**src/rtl/tl_pkg.sv**
```systemverilog
// Shared TileLink opcodes and the D-beat bundle
// used by the instruction-memory responder.
package tl_pkg;

  localparam logic [2:0] TL_PUTFULL       = 3'd0;
  localparam logic [2:0] TL_PUTPARTIAL    = 3'd1;
  localparam logic [2:0] TL_GET           = 3'd4;
  localparam logic [2:0] TL_ACCESSACK     = 3'd0;
  localparam logic [2:0] TL_ACCESSACKDATA = 3'd1;

  typedef struct packed {
    logic [2:0]  opcode;
    logic [3:0]  size;
    logic        denied;
    logic        corrupt;
    logic [31:0] data;
  } d_beat_t;

  typedef enum logic [1:0] {
    ST_IDLE,
    ST_READ,
    ST_WACK
  } state_e;

endpackage

```
**src/rtl/tl_resp_skid.sv**
```systemverilog
// Two-entry fall-through FIFO feeding the D channel;
// the head is held stable while the master stalls.
module tl_resp_skid
  import tl_pkg::*;
(
  input  logic       clk,
  input  logic       rst,
  input  logic       push,
  input  d_beat_t    push_beat,
  input  logic       d_ready,
  output logic       d_valid,
  output d_beat_t    head,
  output logic       fire,
  output logic [1:0] count
);

  d_beat_t    mem_q [2];
  logic       rd_q;
  logic       wr_q;
  logic [1:0] cnt_q;
  logic       empty;
  logic       store;
  logic       deq;

  assign empty   = (cnt_q == 2'd0);
  assign d_valid = !empty || push;
  assign head    = empty ? push_beat : mem_q[rd_q];
  assign fire    = d_valid && d_ready;
  assign count   = cnt_q;

  // An empty FIFO hands a same-cycle push straight through.
  assign store = push && !(empty && d_ready);
  assign deq   = fire && !empty;

  always_ff @(posedge clk) begin
    if (store) begin
      mem_q[wr_q] <= push_beat;
    end
  end

  always_ff @(posedge clk) begin
    if (rst) begin
      rd_q  <= 1'b0;
      wr_q  <= 1'b0;
      cnt_q <= 2'd0;
    end else begin
      if (store) wr_q <= ~wr_q;
      if (deq)   rd_q <= ~rd_q;
      cnt_q <= cnt_q + {1'b0, store} - {1'b0, deq};
    end
  end

endmodule

```
**src/rtl/tl_imem_responder.sv**
```systemverilog
// TileLink-UH responder for icache refills (Get bursts)
// and program loading (single-beat Puts) over a word SRAM.
module tl_imem_responder
  import tl_pkg::*;
#(
  parameter logic [31:0] MEM_BASE    = 32'h0000_0000,
  parameter int          MEM_WORDS   = 4096,
  parameter int          MAX_LG_SIZE = 6,
  localparam int         AW          = $clog2(MEM_WORDS)
) (
  input  logic          core_clock_i,
  input  logic          core_reset_i,
  input  logic [2:0]    a_opcode_i,
  input  logic [2:0]    a_param_i,
  input  logic [3:0]    a_size_i,
  input  logic [31:0]   a_address_i,
  input  logic [3:0]    a_mask_i,
  input  logic [31:0]   a_data_i,
  input  logic          a_corrupt_i,
  input  logic          a_valid_i,
  output logic          a_ready_o,
  output logic [2:0]    d_opcode_o,
  output logic [1:0]    d_param_o,
  output logic [3:0]    d_size_o,
  output logic          d_denied_o,
  output logic [31:0]   d_data_o,
  output logic          d_corrupt_o,
  output logic          d_valid_o,
  input  logic          d_ready_i,
  output logic          mem_en_o,
  output logic [3:0]    mem_we_o,
  output logic [AW-1:0] mem_addr_o,
  output logic [31:0]   mem_wdata_o,
  input  logic [31:0]   mem_rdata_i
);

  localparam logic [3:0]  MAX_SZ = 4'(MAX_LG_SIZE);
  localparam logic [32:0] LIMIT  =
    {1'b0, MEM_BASE} + 33'(MEM_WORDS) * 33'd4;

  state_e        state_q, state_d;
  logic [3:0]    size_q;
  logic [AW-1:0] woff_q;
  logic [3:0]    mask_q;
  logic [31:0]   data_q;
  logic          corrupt_q;
  logic          denied_q;
  logic [13:0]   beats_q;
  logic [13:0]   issued_q;
  logic [13:0]   popped_q;
  logic          inflight_q;
  logic          wfirst_q;

  logic          a_fire;
  logic          is_get;
  logic          is_put;
  logic [31:0]   low_mask;
  logic [32:0]   end_addr;
  logic [31:0]   off;
  logic          deny;
  logic [13:0]   nbeats;
  logic [1:0]    occ;
  logic          issue;
  logic          rd_en;
  logic          wr_en;
  logic          live;
  logic          push;
  d_beat_t       push_beat;
  d_beat_t       sk_head;
  d_beat_t       d_out;
  logic          sk_valid;
  logic          sk_fire;
  logic [1:0]    sk_count;
  logic          unused_ok;

  assign a_fire   = a_valid_i && (state_q == ST_IDLE);
  assign is_get   = (a_opcode_i == TL_GET);
  assign is_put   = (a_opcode_i == TL_PUTFULL)
                 || (a_opcode_i == TL_PUTPARTIAL);
  assign low_mask = 32'((33'd1 << a_size_i) - 33'd1);
  assign end_addr = {1'b0, a_address_i} + (33'd1 << a_size_i);
  assign off      = a_address_i - MEM_BASE;
  assign nbeats   = (a_size_i < 4'd2) ? 14'd1
                  : 14'd1 << (a_size_i - 4'd2);

  assign deny = !(is_get || is_put)
             || (a_size_i > MAX_SZ)
             || (is_put && a_size_i > 4'd2)
             || (|(a_address_i & low_mask))
             || (a_address_i < MEM_BASE)
             || (end_addr > LIMIT);

  // Denied Gets still pace through the issue slot, just without an SRAM read.
  assign occ   = sk_count + {1'b0, inflight_q};
  assign issue = (state_q == ST_READ) && (issued_q < beats_q)
              && (occ < 2'd2);
  assign rd_en = issue && !denied_q;
  assign wr_en = (state_q == ST_WACK) && wfirst_q
              && !denied_q && !corrupt_q;
  assign push  = inflight_q || ((state_q == ST_WACK) && wfirst_q);

  always_comb begin
    push_beat        = '0;
    push_beat.size   = size_q;
    push_beat.denied = denied_q;
    if (inflight_q) begin
      push_beat.opcode  = TL_ACCESSACKDATA;
      push_beat.corrupt = denied_q;
      push_beat.data    = denied_q ? 32'h0 : mem_rdata_i;
    end else begin
      push_beat.opcode  = TL_ACCESSACK;
    end
  end

  always_comb begin
    state_d = state_q;
    unique case (state_q)
      ST_IDLE: if (a_fire) state_d = is_put ? ST_WACK : ST_READ;
      ST_READ: if (sk_fire && popped_q == beats_q - 14'd1)
                 state_d = ST_IDLE;
      ST_WACK: if (sk_fire) state_d = ST_IDLE;
      default: state_d = ST_IDLE;
    endcase
  end

  always_ff @(posedge core_clock_i) begin
    if (core_reset_i) begin
      state_q    <= ST_IDLE;
      size_q     <= '0;
      woff_q     <= '0;
      mask_q     <= '0;
      data_q     <= '0;
      corrupt_q  <= 1'b0;
      denied_q   <= 1'b0;
      beats_q    <= '0;
      issued_q   <= '0;
      popped_q   <= '0;
      inflight_q <= 1'b0;
      wfirst_q   <= 1'b0;
    end else begin
      state_q    <= state_d;
      inflight_q <= issue;
      wfirst_q   <= a_fire && is_put;
      if (a_fire) begin
        size_q    <= a_size_i;
        woff_q    <= off[AW+1:2];
        mask_q    <= a_mask_i;
        data_q    <= a_data_i;
        corrupt_q <= a_corrupt_i;
        denied_q  <= deny;
        beats_q   <= nbeats;
        issued_q  <= '0;
        popped_q  <= '0;
      end else begin
        if (issue) issued_q <= issued_q + 14'd1;
        if (sk_fire && state_q == ST_READ)
          popped_q <= popped_q + 14'd1;
      end
    end
  end

  tl_resp_skid u_skid (
    .clk       (core_clock_i),
    .rst       (core_reset_i),
    .push      (push),
    .push_beat (push_beat),
    .d_ready   (d_ready_i),
    .d_valid   (sk_valid),
    .head      (sk_head),
    .fire      (sk_fire),
    .count     (sk_count)
  );

  // Every output is forced low while reset is held.
  assign live        = !core_reset_i;
  assign a_ready_o   = live && (state_q == ST_IDLE);
  assign d_out       = live ? sk_head : '0;
  assign d_valid_o   = live && sk_valid;
  assign d_opcode_o  = d_out.opcode;
  assign d_param_o   = 2'b00;
  assign d_size_o    = d_out.size;
  assign d_denied_o  = d_out.denied;
  assign d_corrupt_o = d_out.corrupt;
  assign d_data_o    = d_out.data;

  assign mem_en_o    = live && (rd_en || wr_en);
  assign mem_we_o    = (live && wr_en) ? mask_q : 4'b0;
  assign mem_addr_o  = (live && (rd_en || wr_en))
                     ? woff_q + AW'(issued_q) : '0;
  assign mem_wdata_o = (live && wr_en) ? data_q : 32'h0;

  assign unused_ok = ^{a_param_i, off[1:0], off[31:AW+2]};

endmodule

```
**config.mk**
```make
export PLATFORM = sky130hd
export DESIGN_NAME = tl_imem_responder
export DESIGN_NICKNAME = d
export VERILOG_FILES = /design/src/rtl/tl_pkg.sv /design/src/rtl/tl_resp_skid.sv /design/src/rtl/tl_imem_responder.sv
export SDC_FILE = /design/constraint.sdc
export NUM_CORES = 1
export LEC_CHECK = 0
export BUFFER_PORTS_ARGS = -buffer_cell sky130_fd_sc_hd__buf_2
export CAP_MARGIN = 20
export CORE_MARGIN = 2
export CORE_UTILIZATION = 51
export CTS_CLUSTER_SIZE = 20
export DETAILED_ROUTE_END_ITERATION = 10
export PLACE_DENSITY = 0.83
export SETUP_SLACK_MARGIN = 0.4
export SLEW_MARGIN = 20
export SYNTH_ARGS = -nofsm -noshare
export SYNTH_HDL_FRONTEND = slang
export SYNTH_SLANG_ARGS = --single-unit
```
**constraint.sdc**
```tcl
create_clock -name core_clock_i -period 3.56 [get_ports core_clock_i]
set_input_delay 0.178 -clock core_clock_i [delete_from_list [all_inputs] [get_ports core_clock_i]]
set_output_delay 0.178 -clock core_clock_i [all_outputs]
set_load 0.05 [all_outputs]
```
# ---- Word level (Yosys, flattened, before mapping)
# Memory sizes are Yosys's and may differ from the RTL's. A register that Yosys moved wholly into a read port is not among the register bits.
# Cells that the tools add are included.
dict set report word_totals {
  ff_bits 104
  ramBits 78
  inputBits 115
  out_inout_bits 94
  word_cells 105
  mem_count 1
}
# memory words word_bits read_ports rd_clocked_by_memory_dff wr line
set memory_table {}
lappend memory_table {u_skid.mem_q 2 39 1 1 1 tl_resp_skid.sv:17} ;# d_beat_t mem_q [2];
dict set report classes {
  n_addsub 10
  n_lt_le_gt_ge 7
  eq_ne 8
  shift 2
  mux 18
  bitwise 3
  n_reduce_logical 41
}
# operator count
set ops {}
lappend ops {{$mux W41} 2}
lappend ops {{$mux W32} 2}
lappend ops {{$add A32 B33 Y33} 1}
lappend ops {{$gt A33 B15 Y1 const B} 1}
lappend ops {{$mux W33} 1}
lappend ops {{$shl A1 B4 Y33 const A} 1}
lappend ops {{$and A32 B32 Y32} 1}
lappend ops {{$lt A32 B1 Y1 const B} 1}
lappend ops {{$reduce_or A32 Y1} 1}
lappend ops {{$sub A32 B1 Y32 const B} 1}
lappend ops {{$add A14 B1 Y14 const B} 2}
lappend ops {{$logic_and A1 B1 Y1} 19}
lappend ops {{$eq A14 B14 Y1} 1}
lappend ops {{$lt A14 B14 Y1} 1}
lappend ops {{$mux W14} 1}
lappend ops {{$shl A1 B4 Y14 const A} 1}
lappend ops {{$sub A14 B1 Y14 const B} 1}
lappend ops {{$add A12 B12 Y12} 1}
lappend ops {{$mux W12} 1}
lappend ops {{$logic_or A1 B1 Y1} 10}
lappend ops {{$mux W2} 4}
lappend ops {{$logic_not A1 Y1} 6}
lappend ops {{$pmux W2 S3} 1}
lappend ops {{$mux W1} 5}
lappend ops {{19 further kinds} 23}

# ---- Depth between registers and ports, before layout
dict set report logic_depth {
  word_depth 9
  depth_mapped 16
  mapped_depth_nobuf 14
}

# ---- By module
# Synthesis repeated with hierarchy kept, for this count alone.
dict set report unflattened {
  hier_cells 1303
  area_unflattened_um2 11343.4
}
# mod n_inst cells_per_inst area_each_um2
set by_module_without_submodules {}
lappend by_module_without_submodules {tl_imem_responder 1 1056 7648.6}
lappend by_module_without_submodules {tl_resp_skid 1 247 3694.8}

# ---- Worst setup path after synthesis
# Ideal clock, no wire load.
dict set report synth_timing {
  kind {input to register}
  startpoint {input a_size_i[1]}
  endpoint {register denied_q}
  setup_ns 0.129
  arrival_ns 3.469
  t_required_ns 3.431
  setup_slack_ns -0.038
  stages 16
  cell_sequence {clkbuf_1 > or2_2 > clkbuf_1 > or3_1 > inv_1 > ha_1 > fa_1 > o2111ai_1 > a21oi_4 > o2111ai_2 > a21oi_4 > a21oi_2 > mux2_4 > or4_4 > a2111oi_2 > a31oi_1}
}
dict set report synth_between {
  elab_chain_cells 7
}
# item line
set synth_lines {}
lappend synth_lines {{from (decl)} tl_imem_responder.sv:15} ;# input logic [3:0] a_size_i,
lappend synth_lines {{branches (longest 6 deep; another with $add A32 B33 Y33)} -}
lappend synth_lines {{$logic_or A1 B1 Y1 *} tl_imem_responder.sv:91} ;# || (end_addr > LIMIT);
lappend synth_lines {{to (signal assigned)} tl_imem_responder.sv:150} ;# denied_q <= deny;
lappend synth_lines {{to (decl)} tl_imem_responder.sv:47} ;# logic denied_q;
# Mark *: on every way between the ends.
# A chain may end at the register's enable or synchronous reset.

# ---- Worst setup path in the final report
dict set report layout_timing {
  startpoint {register issued_q[0]}
  endpoint {output mem_addr_o[10]}
}
dict set report layout_between {
  elab_chain_cells 7
}
# item line
set layout_lines {}
lappend layout_lines {{from (decl)} tl_imem_responder.sv:49} ;# logic [13:0] issued_q;
lappend layout_lines {{from (signal assigned)} tl_imem_responder.sv:155} ;# if (issue) issued_q <= issued_q + 14'd1;
lappend layout_lines {{$lt A14 B14 Y1} tl_imem_responder.sv:95} ;# assign issue = (state_q == ST_READ) && (issued_q < beats_q)
lappend layout_lines {{$logic_and A1 B1 Y1} tl_imem_responder.sv:95}
lappend layout_lines {{$logic_and A1 B1 Y1} tl_imem_responder.sv:96} ;# && (occ < 2'd2);
lappend layout_lines {{$logic_and A1 B1 Y1} tl_imem_responder.sv:97} ;# assign rd_en = issue && !denied_q;
lappend layout_lines {{$logic_or A1 B1 Y1} tl_imem_responder.sv:188} ;# assign mem_addr_o = (live && (rd_en || wr_en))
lappend layout_lines {{$logic_and A1 B1 Y1} tl_imem_responder.sv:188}
lappend layout_lines {{$mux W12 *} tl_imem_responder.sv:189} ;# ? woff_q + AW'(issued_q) : '0;
lappend layout_lines {{to (decl)} tl_imem_responder.sv:32} ;# output logic [AW-1:0] mem_addr_o,
# Every way passes the cells marked *; elsewhere a longest branch is shown, timed or not.

==> results.md <==
* Sink Count at 183
* Max IR drop VDD at 0.434 mV
* Residual DRC count at 0
* # diodes at 0
* CP Launch Point: issued_q[0]
* Hold crit path type: in -> reg
* Final Max Tran Viols at 0
* Root buf cell: clkbuf_16
* Worst path required time at 3.38 ns
* Crit path DAT at 3.06 ns
* Clk buf depth at 2
* CP Capture Point: mem_addr_o[10]
* RSZ-0062 raised after global routing: true
* Fraction of registers with async set/reset at 0%
* Top cell type's share of synthesized area at 22.1%
* Final core occ at 64.4%
* Post-synth design cell area at 0.0106 mm^2
* Worst slack at placement at 0.0452 ns
* Warnings, synthesis at 0
* I/O Buffers at 201
* Crit path max fanout at 5
* Post-route ant nets at 0
* Sw frac at 39.9%
* Top-count cell post-synth: nor2_1
* Max frequency at 309 MHz
* Drt pass-1 iters at 6
* Tmin final at 3.24 ns
* Starting density of the core at 52.2%
* Ys flop type: dfxtp_1
* Post-synth EDFFs at 78
* Cells taking the most area after synthesis: edfxtp_1 (22%), dfxtp_1 (20%), ha_1 (5.5%)
* Setup crit end kind: output pin
* Largest net degree at the start of global routing at 80
* Post-synthesis sequential area ratio at 41.9%
* Max-Cap Viols at 0
* Share of power burned in registers at 35.8%
* Slew @ Worst Pin at 0.955 ns
* Layout cell share with drive strength beyond 1 at 23.4%
* Clock transition at path regs at 0.07 ns
* Hold_ws at 0.0255 ns
* Worst Clk Skew at 0.0101 ns
* Area delta synth->final at 23.3%
* Leakage power figure at 5.33 nW
* Clock Latency Late Sink at 0.43 ns
* Routed via count at 9584
* Drt wl/cell at 17.9 um
* Antenna violations before repair at 0
* Vias/cell at 5.89
* Hpwl dp at 20.0 mm
* Final Hold Fails at 0
* I/O pin total at 209
* Final TNS setup at 0 ns
* Synth Area per Inst at 9.47 um^2
* Die X-Extent at 148 um
* Net Sw Power at 2.67 mW
* Critical setup path kind: reg -> out
* Post-layout total power at 6.69 mW
* RePlAce Congestion at 0.974
* # rows at 52
* Dominant cell type by area after synthesis: edfxtp_1
* Clock power share at 27.0%
* Vias in the first global route at 9285
* Max-slew headroom at 36.4%
* Worst reg-to-reg path cell count at 9
* Core area at 0.0203 mm^2
* Iter 0 DRT Violations at 644
* Final setup violation count at 0
* Setup WS post-layout at 0.322 ns
* Syn Inst Count at 1119
* Nets at 1507
* Post-synth top cells: nor2_1 (130), dfxtp_1 (105), and2_1 (78), edfxtp_1 (78), nand2_1 (56)
* H-Tree Level Count at 4
* Die area at 0.0219 mm^2
* DRT Wirelength at 29.1 mm
* Logic pwr share at 37.2%
* CTS tree: built
* Crit start category: register
* First-pass GRT wire length at 45.0 mm
* Int Pwr at 4.02 mW
* Overflow after GRT at 0
* Total GRT Usage at 25.3%
* Pwr dens at 512 mW/mm^2
* Final worst-path cycle share at 91.0%
* R2r startpoint: state_q[0]
* Die Y-Extent at 148 um
* R2R Setup Slk at 0.79 ns
* RR Endpoint: denied_q
* Num CTS Buffers at 17
* Post-synthesis register bit count at 183
* Netlist cell types at 77
* FILL cells at 1575
* Status: complete, no violations
-- per-stage QoR --
stage / area, um^2 / cells
after detailed placement: 11900 / 1550
final: 13100 / 1626
after global routing: 13100 / 1626
after global placement: 11900 / 1550
after CTS: 12900 / 1621
after floorplan: 10700 / 1122
-- how the worst min path moves through the flow --
stage | start | end | slack, ns | cells after the start
detailed placement | a_data_i[13] | data_q[13] | 0.39 | 2
global placement | a_data_i[12] | data_q[12] | 0.39 | 2
floorplan | a_opcode_i[1] | wfirst_q | 0.25 | 1
global route | a_address_i[7] | woff_q[5] | 0.03 | 2
CTS | a_address_i[11] | woff_q[9] | 0.008 | 2
finish | a_address_i[11] | woff_q[9] | 0.03 | 2
-- critical path, stage by stage (launching register included) --
cell and delay, ns:
dfxtp_2 0.37, ha_2 0.21, fa_2 0.38, a21o_1 0.18, a21oi_2 0.16, o21bai_1 0.12
a21oi_2 0.17, o21ai_0 0.12, a21oi_2 0.24, nor3_1 0.11, a31oi_1 0.22, a31oi_1 0.12
buf_4 0.21
-- sequential cells by signal, summed over array words and instances, names as in the netlist, named ones only --
register and cells:
u_skid.wr_q 1, issued_q 14, u_skid.rd_q 1, data_q 32
beats_q 14, woff_q 12, denied_q 1, state_q 2
corrupt_q 1, popped_q 14, size_q 4, wfirst_q 1
mask_q 4, inflight_q 1, u_skid.mem_q 78, u_skid.count 2
-- kinds of logic (layout without fill, tap and decap cells) --
family	after synthesis	in the layout	share of synthesized area, %
compound gates	263	263	18.2
mux	48	48	4.59
buf+inv	108	342	4.06
fa+ha+maj	51	51	6.12
other cells	1	4	0.0354
flops	183	183	41.9
simple gates	393	393	19.1
xor+xnor	72	72	6.02
-- cells in the final DEF (no fill, tap or decap), types with 38 or more instances in the layout --
| master | n |
|---|---|
| buf_2 | 195 |
| nor2_1 | 129 |
| dfxtp_1 | 99 |
| edfxtp_1 | 78 |
| and2_1 | 76 |
| nand2_1 | 54 |
| a22o_1 | 49 |
| mux2i_1 | 46 |
| a211oi_1 | 44 |
| ha_1 | 44 |
| dlygate4sd3_1 | 39 |
| inv_1 | 38 |
| xnor2_1 | 38 |
-- power groups by stage --
stage	combinational, mW	sequential [mW]	clock (mW)
global placement	2.36	2.43	0
finish	2.49	2.40	1.81
global route	2.68	2.41	1.91
floorplan	1.95	2.36	0
CTS	2.46	2.39	1.83
detailed placement	2.42	2.44	0
-- layer usage --
layer	GRT usage [%]	wire length, um	vias to the layer above
li1	-	-	4528
met1	30.6	11600	4563
met2	44.4	14500	406
met3	5.46	2040	87
met4	9.43	973	0
met5	0	0	-
-- repair_timing --
action,CTS,global route
pin swaps,1,7
gates resized for setup,7,28
hold endpoints to repair,39,0
cloned,0,0
setup buffers,0,5
endpoints found under the setup margin,13,14
hold buffers,39,0
-- final cells by class --
class / count / area (um^2) / share of cell area (%)
multi-input cells: 831 / 5890 / 45.1
flip-flops and latches: 183 / 4450 / 34.1
repair buffers: 271 / 1670 / 12.8
clock buffers: 18 / 429 / 3.28
well taps: 270 / 338 / 2.59
inverters: 39 / 146 / 1.12
clock inverters: 14 / 140 / 1.07
Power figures use the tool's default switching activity.
